<file path="config.mk">
export PLATFORM = sky130hd
export DESIGN_NAME = mem_map_router
export DESIGN_NICKNAME = d
export VERILOG_FILES = /design/src/rtl/mem_map_router.sv
export SDC_FILE = /design/constraint.sdc
export NUM_CORES = 1
export LEC_CHECK = 0
export CORE_UTILIZATION = 33
export DETAILED_ROUTE_END_ITERATION = 12
export GPL_TIMING_DRIVEN = 1
export PLACE_DENSITY = 0.66
export SYNTH_ARGS = -nofsm -noshare
export SYNTH_HDL_FRONTEND = slang
export SYNTH_SLANG_ARGS = --single-unit
</file>
<file path="constraint.sdc">
create_clock -name clk -period 3.7 [get_ports clk]
set_clock_uncertainty 0.05 [all_clocks]
set_input_delay 0.555 -clock clk [delete_from_list [all_inputs] [get_ports clk]]
set_output_delay 0.555 -clock clk [all_outputs]
set_load 0.05 [all_outputs]
</file>
<file path="src/rtl/mem_map_router.sv">
// Memory-map router: decodes a single outstanding request into one of
// N_REGION address regions, drives a registered region strobe for the
// region's wait latency, then returns a held response. Unmapped or
// misaligned accesses are answered immediately with an error and logged.
module mem_map_router #(
  parameter int ADDR_W   = 32,
  parameter int DATA_W   = 32,
  parameter int N_REGION = 4,
  parameter logic [N_REGION*ADDR_W-1:0] REGION_BASE =
    {32'h10010024, 32'h7FFFE7FC, 32'h10010000, 32'h00400000},
  parameter logic [N_REGION*ADDR_W-1:0] REGION_SIZE =
    {32'h00000024, 32'h00000800, 32'h00000800, 32'h00001000},
  parameter logic [N_REGION*4-1:0] REGION_LAT = {4'd0, 4'd1, 4'd1, 4'd0}
) (
  input  logic                       clk,
  input  logic                       rst,
  input  logic                       req_valid,
  output logic                       req_ready,
  input  logic [ADDR_W-1:0]          req_addr,
  input  logic                       req_we,
  input  logic [DATA_W-1:0]          req_wdata,
  output logic                       rsp_valid,
  input  logic                       rsp_ready,
  output logic [DATA_W-1:0]          rsp_rdata,
  output logic                       rsp_err,
  output logic [N_REGION-1:0]        region_sel,
  output logic [ADDR_W-1:0]          region_off,
  output logic                       region_we,
  output logic [DATA_W-1:0]          region_wdata,
  input  logic [N_REGION*DATA_W-1:0] region_rdata,
  output logic [ADDR_W-1:0]          fault_addr,
  output logic [7:0]                 fault_cnt
);

  typedef enum logic [1:0] {S_IDLE, S_WAIT, S_RESP} state_t;

  state_t              state_q, state_d;
  logic [N_REGION-1:0] region_sel_q;
  logic [ADDR_W-1:0]   region_off_q;
  logic                region_we_q;
  logic [DATA_W-1:0]   region_wdata_q;
  logic [3:0]          wait_cnt_q;
  logic [DATA_W-1:0]   rsp_rdata_q;
  logic                rsp_err_q;
  logic [ADDR_W-1:0]   fault_addr_q;
  logic [7:0]          fault_cnt_q;

  logic                dec_hit;
  logic [N_REGION-1:0] dec_sel;
  logic [ADDR_W-1:0]   dec_off;
  logic [3:0]          dec_lat;
  logic                dec_fault;
  logic                accept;
  logic                wait_done;
  logic [DATA_W-1:0]   sel_rdata;

  // The upper bound is formed one bit wider so base+size never wraps.
  function automatic logic in_region(input logic [ADDR_W-1:0] a,
                                     input logic [ADDR_W-1:0] base,
                                     input logic [ADDR_W-1:0] size);
    return (size != '0) && (a >= base) &&
           ({1'b0, a} < ({1'b0, base} + {1'b0, size}));
  endfunction

  // Address decode; scanning from the top index down lets the lowest match win.
  always_comb begin
    dec_hit = 1'b0;
    dec_sel = '0;
    dec_off = '0;
    dec_lat = '0;
    for (int i = N_REGION - 1; i >= 0; i--) begin
      if (in_region(req_addr, REGION_BASE[i*ADDR_W +: ADDR_W],
                    REGION_SIZE[i*ADDR_W +: ADDR_W])) begin
        dec_hit    = 1'b1;
        dec_sel    = '0;
        dec_sel[i] = 1'b1;
        dec_off    = req_addr - REGION_BASE[i*ADDR_W +: ADDR_W];
        dec_lat    = REGION_LAT[i*4 +: 4];
      end
    end
  end

  assign dec_fault = !dec_hit || (req_addr[1:0] != 2'b00);
  assign accept    = req_valid && (state_q == S_IDLE);
  assign wait_done = (state_q == S_WAIT) && (wait_cnt_q == 4'd0);

  // Read-data mux driven by the registered one-hot strobe.
  always_comb begin
    sel_rdata = '0;
    for (int i = 0; i < N_REGION; i++) begin
      if (region_sel_q[i]) sel_rdata |= region_rdata[i*DATA_W +: DATA_W];
    end
  end

  // State register.
  always_ff @(posedge clk) begin
    if (rst) state_q <= S_IDLE;
    else     state_q <= state_d;
  end

  // Next-state logic.
  always_comb begin
    state_d = state_q;
    case (state_q)
      S_IDLE:  if (accept) state_d = dec_fault ? S_RESP : S_WAIT;
      S_WAIT:  if (wait_done) state_d = S_RESP;
      S_RESP:  if (rsp_ready) state_d = S_IDLE;
      default: state_d = S_IDLE;
    endcase
  end

  // Handshake outputs decoded from state.
  always_comb begin
    req_ready = (state_q == S_IDLE);
    rsp_valid = (state_q == S_RESP);
  end

  // Region strobe, wait counter, response capture and fault log.
  always_ff @(posedge clk) begin
    if (rst) begin
      region_sel_q   <= '0;
      region_off_q   <= '0;
      region_we_q    <= 1'b0;
      region_wdata_q <= '0;
      wait_cnt_q     <= '0;
      rsp_rdata_q    <= '0;
      rsp_err_q      <= 1'b0;
      fault_addr_q   <= '0;
      fault_cnt_q    <= '0;
    end else if (accept) begin
      if (dec_fault) begin
        rsp_err_q    <= 1'b1;
        rsp_rdata_q  <= '0;
        fault_addr_q <= req_addr;
        if (fault_cnt_q != 8'hFF) fault_cnt_q <= fault_cnt_q + 8'd1;
      end else begin
        region_sel_q   <= dec_sel;
        region_off_q   <= dec_off;
        region_we_q    <= req_we;
        region_wdata_q <= req_wdata;
        wait_cnt_q     <= dec_lat;
        rsp_err_q      <= 1'b0;
      end
    end else if (wait_done) begin
      rsp_rdata_q  <= region_we_q ? '0 : sel_rdata;
      region_sel_q <= '0;
      region_we_q  <= 1'b0;
    end else if (state_q == S_WAIT) begin
      wait_cnt_q <= wait_cnt_q - 4'd1;
    end
  end

  assign region_sel   = region_sel_q;
  assign region_off   = region_off_q;
  assign region_we    = region_we_q;
  assign region_wdata = region_wdata_q;
  assign rsp_rdata    = rsp_rdata_q;
  assign rsp_err      = rsp_err_q;
  assign fault_addr   = fault_addr_q;
  assign fault_cnt    = fault_cnt_q;

endmodule

</file>
* After elaboration in Yosys (flattened, before gate mapping) *
Cells that the tools add are included.

cells by class
  add/sub/neg operators = 6
  order comparisons = 8
  eq/ne operators = 9
  mux-type cells = 39
  bitwise gates (word level) = 4
  reductions and logical operators = 20

operator list
  operator                                                              count
  two-way mux 32 bit                                                    12
  bitwise OR 32 bit                                                     3
  greater-or-equal comparator 32 x 29 -> 1 bit (second input constant)  2
  less-than comparator 32 x 29 -> 1 bit (second input constant)         2
  subtractor 32 x 29 -> 32 bit (second input constant)                  2
  two-way mux 4 bit                                                     13
  greater-or-equal comparator 32 x 23 -> 1 bit (second input constant)  1
  greater-or-equal comparator 32 x 31 -> 1 bit (second input constant)  1
  less-than comparator 32 x 23 -> 1 bit (second input constant)         1
  less-than comparator 32 x 31 -> 1 bit (second input constant)         1
  subtractor 32 x 23 -> 32 bit (second input constant)                  1
  subtractor 32 x 31 -> 32 bit (second input constant)                  1
  two-way mux 1 bit                                                     9
  AND reduction 3 bit                                                   3
  adder 8 x 1 -> 8 bit (second input constant)                          1
  two-way mux 2 bit                                                     4
  inequality test 2 bit (second input constant)                         4
  inequality test 8 bit (second input constant)                         1
  AND reduction 2 bit                                                   4
  logical AND 1 bit                                                     6
  case mux 2 bit (3 select lines)                                       1
  nonzero test 2 bit                                                    3
  logical NOT 4 bit                                                     1
  inequality test 2 x 1 -> 1 bit (second input constant)                2
  7 further kinds                                                       7

storage, ports and cells
  bits in registers = 148
  input port bits = 197
  output and inout port bits = 144
  logic and storage cells = 96

* Longest topological paths before layout *
  depth after elaboration = 11
  depth in mapped cells = 13
  mapped depth without buffers = 9

* Worst setup path before layout *
No wires, ideal clock.

  path kind = input port to flip-flop
  start point = input req_addr[6]
  end point = register region_off_q[31], in the netlist region_off[31]
  setup time = 118 ps
  arrival = 3096 ps
  data required time = 3532 ps
  slack = 436 ps
  cell stages on the path = 12
  path buffers = 5
  cell sequence = buf_6 or4_1 buf_2 o41a_1 a2111o_1 buf_4 o21a_4 a31o_1 buf_4 buf_2 a211oi_2 nor2_1

between the ends
  longest elaborated chain between the ends = 10
  elaborated cells between the ends (all ways) = 28
  classes of those cells = add/sub: 4; order compare: 8; mux: 8; bitwise: 1; reduce/logical: 7

RTL lines
  element                                                                                                RTL line  text
  start: declaration                                                                                     19        input logic [ADDR_W-1:0] req_addr,
  greater-or-equal comparator 32 x 29 -> 1 bit or less-than comparator 32 x 29 -> 1 bit (tied branches)  61, 62
  logical AND 1 bit                                                                                      61        return (size != '0) && (a >= base) &&
  two-way mux 1 bit (4 in series)                                                                        72        if (in_region(req_addr, REGION_BASE[i*ADDR_W +: ADDR_W],
  logical NOT 1 bit                                                                                      83        assign dec_fault = !dec_hit || (req_addr[1:0] != 2'b00);
  logical OR 1 bit                                                                                       83
  inverter 1 bit (no line)                                                                               -
  AND reduction 2 bit (no line)                                                                          -
  end signal: assignment                                                                                 138       region_off_q <= dec_off;
  end: declaration                                                                                       39        logic [ADDR_W-1:0] region_off_q;

Parallel ways exist; a longest one is shown, timed or not.
A chain may end at the register's enable or synchronous reset.

* Worst setup path after layout *
  start point = input req_addr[6]
  end point = register fault_addr_q[15], in the netlist fault_addr[15]

between the ends
  longest elaborated chain between the ends = 9
  elaborated cells between the ends (all ways) = 19
  classes of those cells = order compare: 8; mux: 4; reduce/logical: 7

RTL lines
  element                                                                                                RTL line  text
  greater-or-equal comparator 32 x 29 -> 1 bit or less-than comparator 32 x 29 -> 1 bit (tied branches)  61, 62
  logical AND 1 bit                                                                                      61
  two-way mux 1 bit (3 in series)                                                                        72
  two-way mux 1 bit *                                                                                    72
  logical NOT 1 bit *                                                                                    83
  logical OR 1 bit *                                                                                     83
  AND reduction 2 bit (no line) *                                                                        -
  end signal: assignment                                                                                 134       fault_addr_q <= req_addr;
  end: declaration                                                                                       45        logic [ADDR_W-1:0] fault_addr_q;

Mark *: on every way between the ends. The rest lies on a longest branch, timed or not.

==> impl_metrics.json <==
{
  "ctsResizeCount": 0,
  "yosysWarnings": 0,
  "overflow": 0,
  "setup_viol": 0,
  "cts_root_buffer": "clkbuf_16",
  "gp_congestion": 0.966,
  "num_antenna_cells": 0,
  "io_pins": 341,
  "relSlewSlack_pct": 36.2,
  "htree_levels": 4,
  "clk_pin_slew_ps": 70,
  "ant_nets": 0,
  "hold_viol": 0,
  "cts_hold_buffers": 0,
  "grt_pass1_vias": 8963,
  "tightest_slew_ps": 956,
  "post_cts_buffers": 0,
  "post_layout_nonfiller_instances": 1704,
  "wl_um": 32200,
  "maxCapViolCount": 0,
  "setup_tns_ps": 0,
  "n_fill_cell": 2155,
  "portBuffers": 340,
  "clock_sinks": 148,
  "path_max_fanout": 23,
  "crit_type": "in2reg",
  "antenna_found_initial": 0,
  "final_common_cell": "clkdlybuf4s50_1",
  "wire_per_inst_um": 18.9,
  "hold_path.class": "reg2reg",
  "initial_core_util_pct": 33.9,
  "cts_tree": "built",
  "cp.arrival_ps": 3680,
  "synth_edf_count": 0,
  "clockBufferDepth": 2,
  "viasPerCell": 5.45,
  "area_growth_syn_to_layout_pct": 63.8,
  "drt_iter0_drc": 675,
  "status": "complete, no violations",
  "grt_max_degree": 53,
  "final_cell_area_mm2": 0.0126,
  "clk_latency_ps": 420,
  "layout-drive-gt1-share_pct": 11.9,
  "rsz0062_at_grt": "false",
  "die_w_um": 155,
  "grt_first_pass_wirelength_um": 49600,
  "final_nets": 1588,
  "p_leak_nw": 4.55,
  "grt.total_usage_pct": 26.2,
  "fp.dieArea_mm2": 0.0240,
  "ys_ff_latch": 148,
  "async_reset_ff_share_pct": 0,
  "drc": 0,
  "yosysUniqueCellTypes": 75,
  "cts_inserted_buffers": 17,
  "slowest_delay_ps": 680,
  "finalMaxSlewViolations": 0,
  "max_freq_mhz": 296,
  "post-dp-hpwl_um": 24300,
  "dr_total_vias": 9286,
  "avgSynthCellArea_um2": 7.70,
  "required_ps": 4000,
  "coreArea_mm2": 0.0228,
  "critical_path.top_delay_family": "compound AO/OA/AOI/OAI gates",
  "slowest_stage": "or4_1",
  "cp_cell_sequence": "clkdlybuf4s50_1 -> or4_1 -> o41a_1 -> a2111o_1 -> o21ai_2 -> o31a_2 -> buf_4 -> o21ai_0 -> a21oi_1",
  "ys.flop_type": "dfxtp_1",
  "ir_drop_mv": 0.295,
  "fin_crit_sh_pct": 91.2,
  "cp_num_buf_inv": 2,
  "synth_fp_nets": 1212,
  "layout_common_cells": "clkdlybuf4s50_1, nand2_1, dfxtp_1, buf_4, a21oi_1",
  "fin_crit_ps": 3370,
  "synth_area_mm2": 0.00772,
  "dpl_cell_area_mm2": 0.0120,
  "p_per_area_mw_per_mm2": 341,
  "die_h_um": 155,
  "end_kind": "register",
  "ys_seq_area_share_pct": 38.4,
  "dpl.cell_count": 1672,
  "rows": 55,
  "fin_total_pwr_mw": 4.32,
  "cp-start-kind": "input pin",
  "firstDrtPassIters": 6,
  "postSynthCellCount": 1002
}
[cells in the mapped netlist (11+ instances only)]
master    count  area, um^2
dfxtp_1     148        2960
nor4_1       14        87.6
clkbuf_1     60         225
ha_1         13         163
inv_1        11        41.3
nand3_1      87         435
nand2_1     170         638
buf_2        17        85.1
o21ai_0      92         460
a22oi_1      66         495
nor2_1       38         143
or4_1        13        97.6
nand4_1      11        68.8
a21oi_1      93         465
nor3_1       16        80.1
[metal layers]
metal / GRT usage (%) / wire length, um
met1: 30.5 / 12700
met2: 47.2 / 16300
met3: 5.88 / 2440
met5: 0 / 0
met4: 8.49 / 767
[registers in the layout (all words and copies together), names as in the netlist]
signal,count
fault_cnt,8
fault_addr,32
rsp_rdata,32
region_off,32
region_sel,4
region_we,1
region_wdata,32
state_q,2
wait_cnt_q,4
rsp_err,1
[final timing paths]
path	startpoint	endpoint	slack [ps]	depth (start not counted)
max	req_addr[6]	fault_addr[15]	330	9
min	region_off[3]	region_off[3]	400	2
max reg2reg	state_q[1]	region_off[28]	1290	7
min reg2reg	region_off[3]	region_off[3]	400	2
[cells by family (layout without fill, tap and decap cells)]
| logic type | Yosys count | count (layout) | synth area share (%) |
|---|---|---|---|
| compound gates | 343 | 343 | 28.9 |
| xor+xnor | 3 | 3 | 0.340 |
| fa+ha+maj | 13 | 13 | 2.11 |
| buf+inv | 103 | 492 | 5.88 |
| flops | 148 | 148 | 38.4 |
| mux | 3 | 3 | 0.421 |
| simple gates | 389 | 389 | 23.9 |
[tightest hold or removal path: cells and delay by family (launching register included)]
| family | cells | cell delay [ps] |
|---|---|---|
| AND/OR/NAND/NOR | 1 | 50 |
| AO/OA/AOI/OAI | 1 | 50 |
| flip-flops | 1 | 310 |
[power by group]
group          internal [mW]  total (mW)  switching, mW  leakage (nW)
logic                  0.368       0.809          0.441          3.05
clock network           1.09        1.85          0.766         0.300
registers               1.63        1.66         0.0240          1.20
[cell type report]
class	count	area, um^2	area share [%]
flip-flops and latches	148	2960	23.4
clock buffers	18	429	3.39
multi-input cells	751	4340	34.3
well taps	313	392	3.10
clock inverters	14	190	1.50
repair buffers	448	4290	33.9
inverters	12	45.0	0.356
[metrics by stage]
stage	hold slack, ps	util (%)	setup WS (ps)
after floorplan	391	-	436
after global placement	391	52.8	-80.0
after detailed placement	388	52.8	-61.7
after CTS	403	55.5	373
after global routing	421	55.5	214
final	401	55.5	325
(Power assumes the default switching activity.)
